[src/rtl/tohost_monitor.sv]
// riscv-tests tohost responder: decodes PASS/FAIL, runs a RUN-state cycle watchdog
// and buffers putc console bytes. Define TOHOST_WATCHDOG_EN to compile in the TIMEOUT watchdog.
module tohost_monitor #(
  parameter logic [31:0] TOHOST_ADDR    = 32'h0000_1000,
  parameter logic [31:0] PUTC_ADDR      = 32'h0000_1004,
  parameter int unsigned TIMEOUT_CYCLES = 5000,
  parameter int unsigned FIFO_DEPTH     = 4
) (
  input  logic        clk,
  input  logic        rst,
  input  logic        clear,
  input  logic        wr_valid,
  output logic        wr_ready,
  input  logic [31:0] wr_addr,
  input  logic [31:0] wr_data,
  input  logic [3:0]  wr_strb,
  output logic        done,
  output logic        passed,
  output logic        failed,
  output logic        timeout,
  output logic [30:0] fail_test,
  output logic [31:0] cycle_count,
  output logic        putc_valid,
  output logic [7:0]  putc_data,
  input  logic        putc_ready
);

  localparam int unsigned AW = (FIFO_DEPTH > 1) ? $clog2(FIFO_DEPTH) : 1;
  localparam logic [AW:0]   FULL_CNT = (AW+1)'(FIFO_DEPTH);
  localparam logic [AW-1:0] PTR_ONE  = AW'(1);
  localparam logic [AW:0]   CNT_ONE  = (AW+1)'(1);

  if (TIMEOUT_CYCLES < 2) begin : g_bad_timeout
    $error("tohost_monitor: TIMEOUT_CYCLES must be >= 2");
  end
  if ((FIFO_DEPTH < 2) || ((FIFO_DEPTH & (FIFO_DEPTH - 1)) != 0)) begin : g_bad_depth
    $error("tohost_monitor: FIFO_DEPTH must be a power of two >= 2");
  end

  typedef enum logic [1:0] {
    ST_RUN,
    ST_PASS,
    ST_FAIL,
    ST_TIMEOUT
  } state_e;

  state_e        state_q, state_d;
  logic [31:0]   cycle_count_q, cycle_count_d;
  logic [30:0]   fail_test_q, fail_test_d;
  logic          done_q, done_d;
  logic          passed_q, passed_d;
  logic          failed_q, failed_d;
  logic          timeout_q, timeout_d;
  logic [7:0]    mem_q [FIFO_DEPTH];
  logic [7:0]    mem_d [FIFO_DEPTH];
  logic [AW-1:0] wr_ptr_q, wr_ptr_d;
  logic [AW-1:0] rd_ptr_q, rd_ptr_d;
  logic [AW:0]   count_q, count_d;

  logic fifo_full, fifo_empty;
  logic accept, hit_putc, hit_tohost;
  logic push, pop, term_pass, term_fail, wd_fire;

  assign fifo_full  = (count_q == FULL_CNT);
  assign fifo_empty = (count_q == '0);

  // Backpressure only from a full FIFO; a same-cycle pop deliberately does not unblock.
  assign hit_putc   = (wr_addr == PUTC_ADDR);
  assign hit_tohost = (wr_addr == TOHOST_ADDR);
  assign wr_ready   = !(hit_putc && fifo_full);
  assign accept     = wr_valid && wr_ready;

  assign push = accept && hit_putc && wr_strb[0] && !clear;
  assign pop  = !fifo_empty && putc_ready && !clear;

  assign term_pass = accept && hit_tohost && (wr_strb == 4'hF) && (wr_data == 32'd1);
  assign term_fail = accept && hit_tohost && (wr_strb == 4'hF) && wr_data[0] && (wr_data != 32'd1);

`ifdef TOHOST_WATCHDOG_EN
  localparam logic [31:0] WD_LIMIT = 32'(TIMEOUT_CYCLES - 1);
  assign wd_fire = (state_q == ST_RUN) && (cycle_count_q == WD_LIMIT);
`else
  assign wd_fire = 1'b0;
`endif

  always_comb begin
    state_d       = state_q;
    cycle_count_d = cycle_count_q;
    fail_test_d   = fail_test_q;
    mem_d         = mem_q;
    wr_ptr_d      = wr_ptr_q;
    rd_ptr_d      = rd_ptr_q;
    count_d       = count_q;

    if (clear) begin
      state_d       = ST_RUN;
      cycle_count_d = '0;
      fail_test_d   = '0;
      mem_d         = '{default: '0};
      wr_ptr_d      = '0;
      rd_ptr_d      = '0;
      count_d       = '0;
    end else begin
      if (push) begin
        mem_d[wr_ptr_q] = wr_data[7:0];
        wr_ptr_d        = wr_ptr_q + PTR_ONE;
      end
      if (pop) begin
        rd_ptr_d = rd_ptr_q + PTR_ONE;
      end
      case ({push, pop})
        2'b10:   count_d = count_q + CNT_ONE;
        2'b01:   count_d = count_q - CNT_ONE;
        default: count_d = count_q;
      endcase

      // The terminating edge (tohost or watchdog) does not advance the counter.
      if (state_q == ST_RUN) begin
        if (term_pass) begin
          state_d = ST_PASS;
        end else if (term_fail) begin
          state_d     = ST_FAIL;
          fail_test_d = wr_data[31:1];
        end else if (wd_fire) begin
          state_d = ST_TIMEOUT;
        end else if (cycle_count_q != '1) begin
          cycle_count_d = cycle_count_q + 32'd1;
        end
      end
    end

    done_d    = (state_d != ST_RUN);
    passed_d  = (state_d == ST_PASS);
    failed_d  = (state_d == ST_FAIL);
`ifdef TOHOST_WATCHDOG_EN
    timeout_d = (state_d == ST_TIMEOUT);
`else
    timeout_d = 1'b0;
`endif
  end

  always_ff @(posedge clk or negedge rst) begin
    if (!rst) begin
      state_q       <= ST_RUN;
      cycle_count_q <= '0;
      fail_test_q   <= '0;
      done_q        <= 1'b0;
      passed_q      <= 1'b0;
      failed_q      <= 1'b0;
      timeout_q     <= 1'b0;
      mem_q         <= '{default: '0};
      wr_ptr_q      <= '0;
      rd_ptr_q      <= '0;
      count_q       <= '0;
    end else begin
      state_q       <= state_d;
      cycle_count_q <= cycle_count_d;
      fail_test_q   <= fail_test_d;
      done_q        <= done_d;
      passed_q      <= passed_d;
      failed_q      <= failed_d;
      timeout_q     <= timeout_d;
      mem_q         <= mem_d;
      wr_ptr_q      <= wr_ptr_d;
      rd_ptr_q      <= rd_ptr_d;
      count_q       <= count_d;
    end
  end

  assign done        = done_q;
  assign passed      = passed_q;
  assign failed      = failed_q;
  assign timeout     = timeout_q;
  assign fail_test   = fail_test_q;
  assign cycle_count = cycle_count_q;
  assign putc_valid  = !fifo_empty;
  assign putc_data   = fifo_empty ? 8'h00 : mem_q[rd_ptr_q];

endmodule
[config.mk]
export PLATFORM = sky130hd
export DESIGN_NAME = tohost_monitor
export DESIGN_NICKNAME = d
export VERILOG_FILES = /design/src/rtl/tohost_monitor.sv
export SDC_FILE = /design/constraint.sdc
export NUM_CORES = 1
export LEC_CHECK = 0
export CAP_MARGIN = 20
export CORE_AREA = 2 2 121 123
export DETAILED_ROUTE_END_ITERATION = 7
export DIE_AREA = 0 0 123 125
export MAX_ROUTING_LAYER = met4
export PLACE_DENSITY = 0.64
export SYNTH_ARGS = -nofsm -noshare
export SYNTH_HDL_FRONTEND = slang
export SYNTH_SLANG_ARGS = --single-unit
[constraint.sdc]
create_clock -name clk -period 3.05 [get_ports clk]
set_input_delay 0.61 -clock clk [delete_from_list [all_inputs] [get_ports clk]]
set_output_delay 0.61 -clock clk [all_outputs]
set_load 0.01 [all_outputs]
==> summary.txt, run 1 <==
Clock network
  • CTS tree: done
  • Clock Sinks: 107
  • Clock H-tree levels: 3
  • Clk buf depth: 2
  • Skew-Pair Late Insertion Delay: 0.35 ns
  • Number of setup buffers added after CTS: 0
  • Worst-path clk slew: 0.07 ns
  • CTS Buf Count: 9
  • Root buffer selected by CTS: clkbuf_16

GRT
  • Initial antenna violation count: 0
  • Vias in the first global route: 4678
  • Aggregate global-route resource usage: 0.198
  • Largest net degree at the start of global routing: 74
  • First-pass GRT wire length: 23700 um
  • Grt total ovfl: 0

Final layout
  • Final nets: 792
  • Most common cell after layout, fill and taps aside: clkdlybuf4s50_1
  • Most frequent cells in the layout: 145 x clkdlybuf4s50_1, 106 x dfrtp_1, 66 x nand2_1
  • Share of layout cells above drive strength 1: 0.116
  • Synthesis-to-layout area growth: 38.3%
  • Cell area after layout: 7590 um2
  • Antenna diodes: 0

Setup path
  • CP endpoint kind: output pin
  • Critical path buffers and inverters: 2
  • Arr. time, crit path: 2.28 ns
  • R2R Setup Slk: 0.48 ns
  • CP Cell Sequence: clkdlybuf4s50_1 > nor4_2 > nand4_2 > or4_1 > dlygate4sd2_1
  • R2R Path Start: cycle_count[0]
  • Critical path class: input pin to output pin
  • CP required: 2.44 ns
  • Reg2Reg Depth: 8
  • Largest delay contributor family on the critical path: simple AND/OR/NAND/NOR gates
  • CP Max Fanout: 2
  • Delay of the slowest cell on the worst path: 0.51 ns
  • Critical path depth: 5
  • Critical path startpoint category: input pin
  • R2r endpoint: cycle_count[23]
  • Slowest-stage cell, CP: or4_1

STA
  • Setup slack after layout: 0.158 ns
  • Worst Skew: 0.00732 ns
  • Final hold violations: 0
  • Worst Max-Slew Pin Slew: 0.757 ns
  • Post-route minimum period: 2.89 ns
  • Fmax: 0.346 GHz
  • Ratio of final minimum period to clock period: 0.948
  • Rel. slew slack: 0.496
  • Final setup violation count: 0
  • Max-slew violations: 0
  • RSZ-0062 raised after global routing: false

Drt
  • Drt initial violations: 297
  • Routed WL per cell: 16.0 um
  • Final ANT Viol Nets: 0
  • DR vias: 4749
  • Wl on met1: 6040 um
  • Routed WL: 14400 um
  • Met3 WL: 763 um
  • Top layer in use: met4
  • Detailed Routing Iterations Pass 1: 4
  • Met2 WL: 7410 um
  • Residual DRC count: 0
  • Detailed-route vias per instance: 5.28

Synth
  • Seq/Total Area, Yosys: 0.488
  • Primary FF master, synth: dfrtp_1
  • Synth warnings: 0
  • Yosys reg bits: 107
  • EDFF count, synth: 0
  • Synthesized netlist net count: 633
  • Async SR Flop Fraction: 1.00
  • Avg Cell Area, Syn: 9.91 um2
  • Cells after Synth: 554
  • Synth Cell Area: 5490 um2
  • Cell variety after synth: 53

Pwr
  • Maximum vdd ir drop: 0.272 mV
  • Leakage power figure: 3.25 nW
  • PwrDens: 366 nW/um2

Placed design
  • Routability cong.: 0.835
  • Placed inst area: 7310 um2
  • DP HPWL: 10500 um
  • Dpl ws: -0.187 ns
  • PortBufs: 148

Min path
  • Hold WC Path Type: input pin to asynchronous set/reset pin

Outcome
  • Status: completed

Die
  • Cell Rows: 44
  • Die W: 123 um
  • Chip Height: 125 um
  • Core area: 14200 um2
  • Io pins: 150
  • Die Area: 15400 um2
  • Initial core utilization: 0.386

Flow run
  • Max-cap violations: 0
-- registers in the layout, summed over array words and instances (netlist names) --
register,count
done,1
rd_ptr_q,2
wr_ptr_q,2
mem_q,32
cycle_count,32
state_q,2
fail_test,31
passed,1
count_q,3
failed,1
-- synthesized netlist by cell type (all sizes together) (7+ instances only) --
cell | count | share of area
clkbuf | 21 | 0.014
nand2 | 66 | 0.045
mux4 | 8 | 0.033
inv | 11 | 0.0075
dfrtp | 107 | 0.49
nand3 | 31 | 0.029
or3 | 13 | 0.015
a21oi | 54 | 0.049
nor4 | 16 | 0.024
nor2 | 60 | 0.042
o21ai | 11 | 0.010
o31ai | 7 | 0.0096
mux2i | 34 | 0.062
and2 | 13 | 0.015
nor2b | 7 | 0.0080
nand4 | 18 | 0.028
buf | 13 | 0.019
or4 | 8 | 0.011
-- metal layers --
layer | vias to the layer above | GRT usage
met5 | - | -
met3 | 15 | 0.0274
met2 | 138 | 0.322
met1 | 2313 | 0.258
met4 | 0 | 0.0595
li1 | 2283 | -
-- how the worst max path moves through the flow --
| stage | start | end |
|---|---|---|
| finish | wr_addr[1] | wr_ready |
| global route | wr_addr[8] | count_q[2] |
| CTS | rd_ptr_q[0] | putc_data[1] |
| detailed placement | wr_addr[1] | count_q[2] |
| global placement | wr_addr[5] | count_q[2] |
| floorplan | wr_addr[13] | count_q[2] |
-- layout make-up --
type | count | area, um2
clock inverter | 3 | 40.0
clock buffer | 11 | 243
multi-input combinational | 402 | 2590
tap | 184 | 230
sequential | 107 | 2680
fill | 1326 | 6610
timing repair buffer | 182 | 1770
inverter | 11 | 41.3
-- cells by family after synthesis --
kind of cell,after synthesis,share of synthesized area
xor+xnor,8,0.0128
flops,107,0.488
fa+ha+maj,6,0.0150
buf+inv,45,0.0410
mux,48,0.108
compound gates,82,0.0848
simple gates,257,0.250
other cells,1,0.000683
-- worst reg2reg max path: stages (launching register included) --
cell and delay, ns:
dfrtp_1 0.45, ha_1 0.24, and3_1 0.22, and3_1 0.25
nand4_1 0.28, nand4_4 0.21, buf_4 0.22, or4_1 0.46
a21oi_1 0.16
-- power breakdown --
group | switching (mW) | leakage [nW] | internal (mW)
clock | 0.493 | 0.141 | 0.648
combinational | 0.0974 | 1.62 | 0.112
sequential | 0.00587 | 1.49 | 1.42
-- metrics by stage --
step           TNS, ns  hold slack (ns)  instances  utilization  power, mW
6_report             0            0.153        900        0.534       2.78
5_1_grt              0            0.174        900        0.534       2.88
4_1_cts              0            0.151        900        0.534       2.81
3_5_place_dp    -0.518            0.458        886        0.515       1.67
3_3_place_gp    -0.160            0.455        886        0.515       1.66
2_1_floorplan        0            0.314        554            -       1.50
-- timing repair --
item / in CTS / in global routing
setup endpoints to repair: 1 / 4
gates resized for setup: 1 / 1
hold buffers: 0 / 0
gates cloned: 0 / 0
Power figures use the tool's default switching activity.
==> inputs of run 2 (changes only) <==
==> constraint.sdc (replaced) <==
create_clock -name clk -period 3.05 [get_ports clk]
set_input_delay 0.4575 -clock clk [delete_from_list [all_inputs] [get_ports clk]]
set_output_delay 0.4575 -clock clk [all_outputs]
set_load 0.01 [all_outputs]
==> run 2 against run 1 <==
  * Sequential power hardly changed
  * Total power up 2.8%
  * Sequential share of layout area rose by 0.37 points
  * Via count fell by 0.99%
  * Sequential cell count is the same
  * First-iteration DRC count is 2.7% lower
  * Worst hold slack lost 0.013 ns
  * Clock power rose by 7%
  * Final cell count fell by 1.2%
  * Global-route usage is 0.37 points higher
  * Non-clock buffer count decreased by 13
  * Design area is 1.1% lower
  * Critical path type unchanged
  * Largest cell class unchanged
==> summary.txt, run 2 (synthesis gave the netlist of run 1 again) <==
STA
  • Final hold violations: 0 (unchanged)
  • Final setup violation count: 0 (unchanged)
  • Fmax: 0.345 GHz (-0.11%)
  • Worst Max-Slew Pin Slew: 0.828 ns (+0.0712 ns)
  • Rel. slew slack: 0.448 (-0.0474)
  • Post-route minimum period: 2.90 ns (+0.00323 ns)
  • Ratio of final minimum period to clock period: 0.949 (+0.00106)
  • Fin Hold WS: 0.140 ns (-0.0131 ns)
  • Max-slew violations: 0 (unchanged)
  • Worst Skew: 0.00713 ns (-0.000186 ns)
  • Setup slack after layout: 0.155 ns (-0.00323 ns)
  • Setup TNS: 0 ns (unchanged)
  • RSZ-0062 raised after global routing: false

Final layout
  • Antenna diodes: 0 (unchanged)
  • Share of layout cells above drive strength 1: 0.0993 (-0.0166)
  • Multi-input gate area: 2590 um2 (unchanged)
  • Post-Layout Cell Count: 889 (-1.2%)
  • Cell area after layout: 7510 um2 (-1.1%)
  • Most common cell after layout, fill and taps aside: clkdlybuf4s50_1
  • Final design utilization: 0.529 (-0.00581)
  • Most frequent cells in the layout: 146 x clkdlybuf4s50_1, 107 x dfrtp_1, 66 x nand2_1
  • Reg area: 2680 um2 (about the same)
  • Filler instances: 1331 (+0.38%)
  • Final nets: 779 (-1.6%)
  • Synthesis-to-layout area growth: 36.8%

Pwr
  • Total design power: 2.85 mW (+2.8%)
  • PwrDens: 380 nW/um2 (+3.9%)
  • Maximum vdd ir drop: 0.203 mV (-25%)
  • Leakage power figure: 3.20 nW (-1.6%)

Die
  • Chip Height: 125 um (unchanged)
  • Core area: 14200 um2 (unchanged)
  • Die W: 123 um (unchanged)
  • Cell Rows: 44 (unchanged)
  • Initial core utilization: 0.386 (unchanged)
  • Die Area: 15400 um2 (unchanged)
  • Io pins: 150 (unchanged)

Drt
  • Routed WL: 14200 um (-1.3%)
  • Met3 WL: 584 um (-23%)
  • Detailed Routing Iterations Pass 1: 4 (unchanged)
  • Drt initial violations: 289 (-2.7%)
  • Detailed-route vias per instance: 5.29 (+0.24%)
  • Met2 WL: 7140 um (-3.6%)
  • DR vias: 4702 (-0.99%)
  • Top layer in use: met4
  • Final ANT Viol Nets: 0 (unchanged)
  • Residual DRC count: 0 (unchanged)
  • Routed WL per cell: 16.0 um (about the same)
  • Wl on met1: 6340 um (+5.1%)

Clock network
  • Post-cts resize count: 0 (-1)
  • Root buffer selected by CTS: clkbuf_16
  • CTS hold repair buffers: 0 (unchanged)
  • Clock Sinks: 107 (unchanged)
  • Clock H-tree levels: 3 (unchanged)
  • CTS tree: done
  • Number of setup buffers added after CTS: 0 (unchanged)
  • Worst-path clk slew: 0.07 ns (about the same)
  • Clk buf depth: 2 (unchanged)
  • Skew-Pair Late Insertion Delay: 0.34 ns (about the same)
  • CTS Buf Count: 9 (unchanged)

Setup path
  • CP dominant cell by count: clkdlybuf4s50_1
  • Reg2Reg Depth: 7 (-1)
  • R2r endpoint: cycle_count[24]
  • Largest delay contributor family on the critical path: simple AND/OR/NAND/NOR gates
  • Critical path class: input pin to output pin
  • Delay of the slowest cell on the worst path: 0.54 ns (+0.03 ns)
  • CP endpoint kind: output pin
  • CP Max Fanout: 5 (+3)
  • Slowest-stage cell, CP: or4_1
  • Critical path buffers and inverters: 2 (unchanged)
  • Arr. time, crit path: 2.44 ns (+0.16 ns)
  • CP required: 2.59 ns (+0.15 ns)
  • R2R Setup Slk: 0.39 ns (-0.09 ns)
  • Critical path startpoint category: input pin
  • CP Cell Sequence: clkdlybuf4s50_1 > nor4_2 > nand4_2 > or4_1 > clkdlybuf4s50_1
  • R2R Path Start: cycle_count[0]

GRT
  • Vias in the first global route: 4708 (+0.64%)
  • First-pass GRT wire length: 24000 um (+1.3%)
  • Grt total ovfl: 0 (unchanged)
  • Largest net degree at the start of global routing: 85 (+15%)
  • Initial antenna violation count: 0 (unchanged)
  • Aggregate global-route resource usage: 0.202 (+0.00365)

Placed design
  • Routability cong.: 0.810 (-3.0%)
  • PortBufs: 148 (unchanged)
  • Placed inst area: 7200 um2 (-1.5%)
  • Dpl cells: 873 (-1.5%)
  • DP HPWL: 10200 um (-3.0%)
  • Dpl ws: 0.0445 ns (+0.232 ns)

Flow run
  • Max-cap violations: 0 (unchanged)

Outcome
  • Status: completed

Min path
  • Hold WC Path Type: input pin to asynchronous set/reset pin
run 2: report_power, final:
| group | switching (mW) | total [mW] | internal (mW) |
|---|---|---|---|
| combinational | 0.0967 | 0.203 | 0.107 |
| sequential | 0.00584 | 1.43 | 1.42 |
| clock | 0.506 | 1.22 | 0.718 |
run 2: worst max path at each step:
stage	startpoint	end	slack [ns]	cells past startpoint
floorplan	wr_addr[13]	count_q[2]	0.16	9
global placement	wr_addr[22]	count_q[2]	0.11	9
detailed placement	wr_addr[5]	count_q[2]	0.04	9
CTS	wr_addr[5]	wr_ready	0.12	5
global route	wr_addr[5]	wr_ready	0.02	5
finish	wr_addr[5]	wr_ready	0.15	5
run 2: layout make-up:
cell class	count	area share
Tap cell	184	0.0307
Sequential cell	107	0.357
Inverter	11	0.00550
Clock buffer	11	0.0310
Multi-Input combinational cell	402	0.345
Timing Repair Buffer	169	0.221
Clock inverter	5	0.0103
run 2: metal layers:
metal | vias to the layer above | GRT usage
met2 | 111 | 0.321
met4 | 0 | 0.0475
met3 | 11 | 0.0319
met1 | 2319 | 0.273
li1 | 2261 | -
met5 | - | -
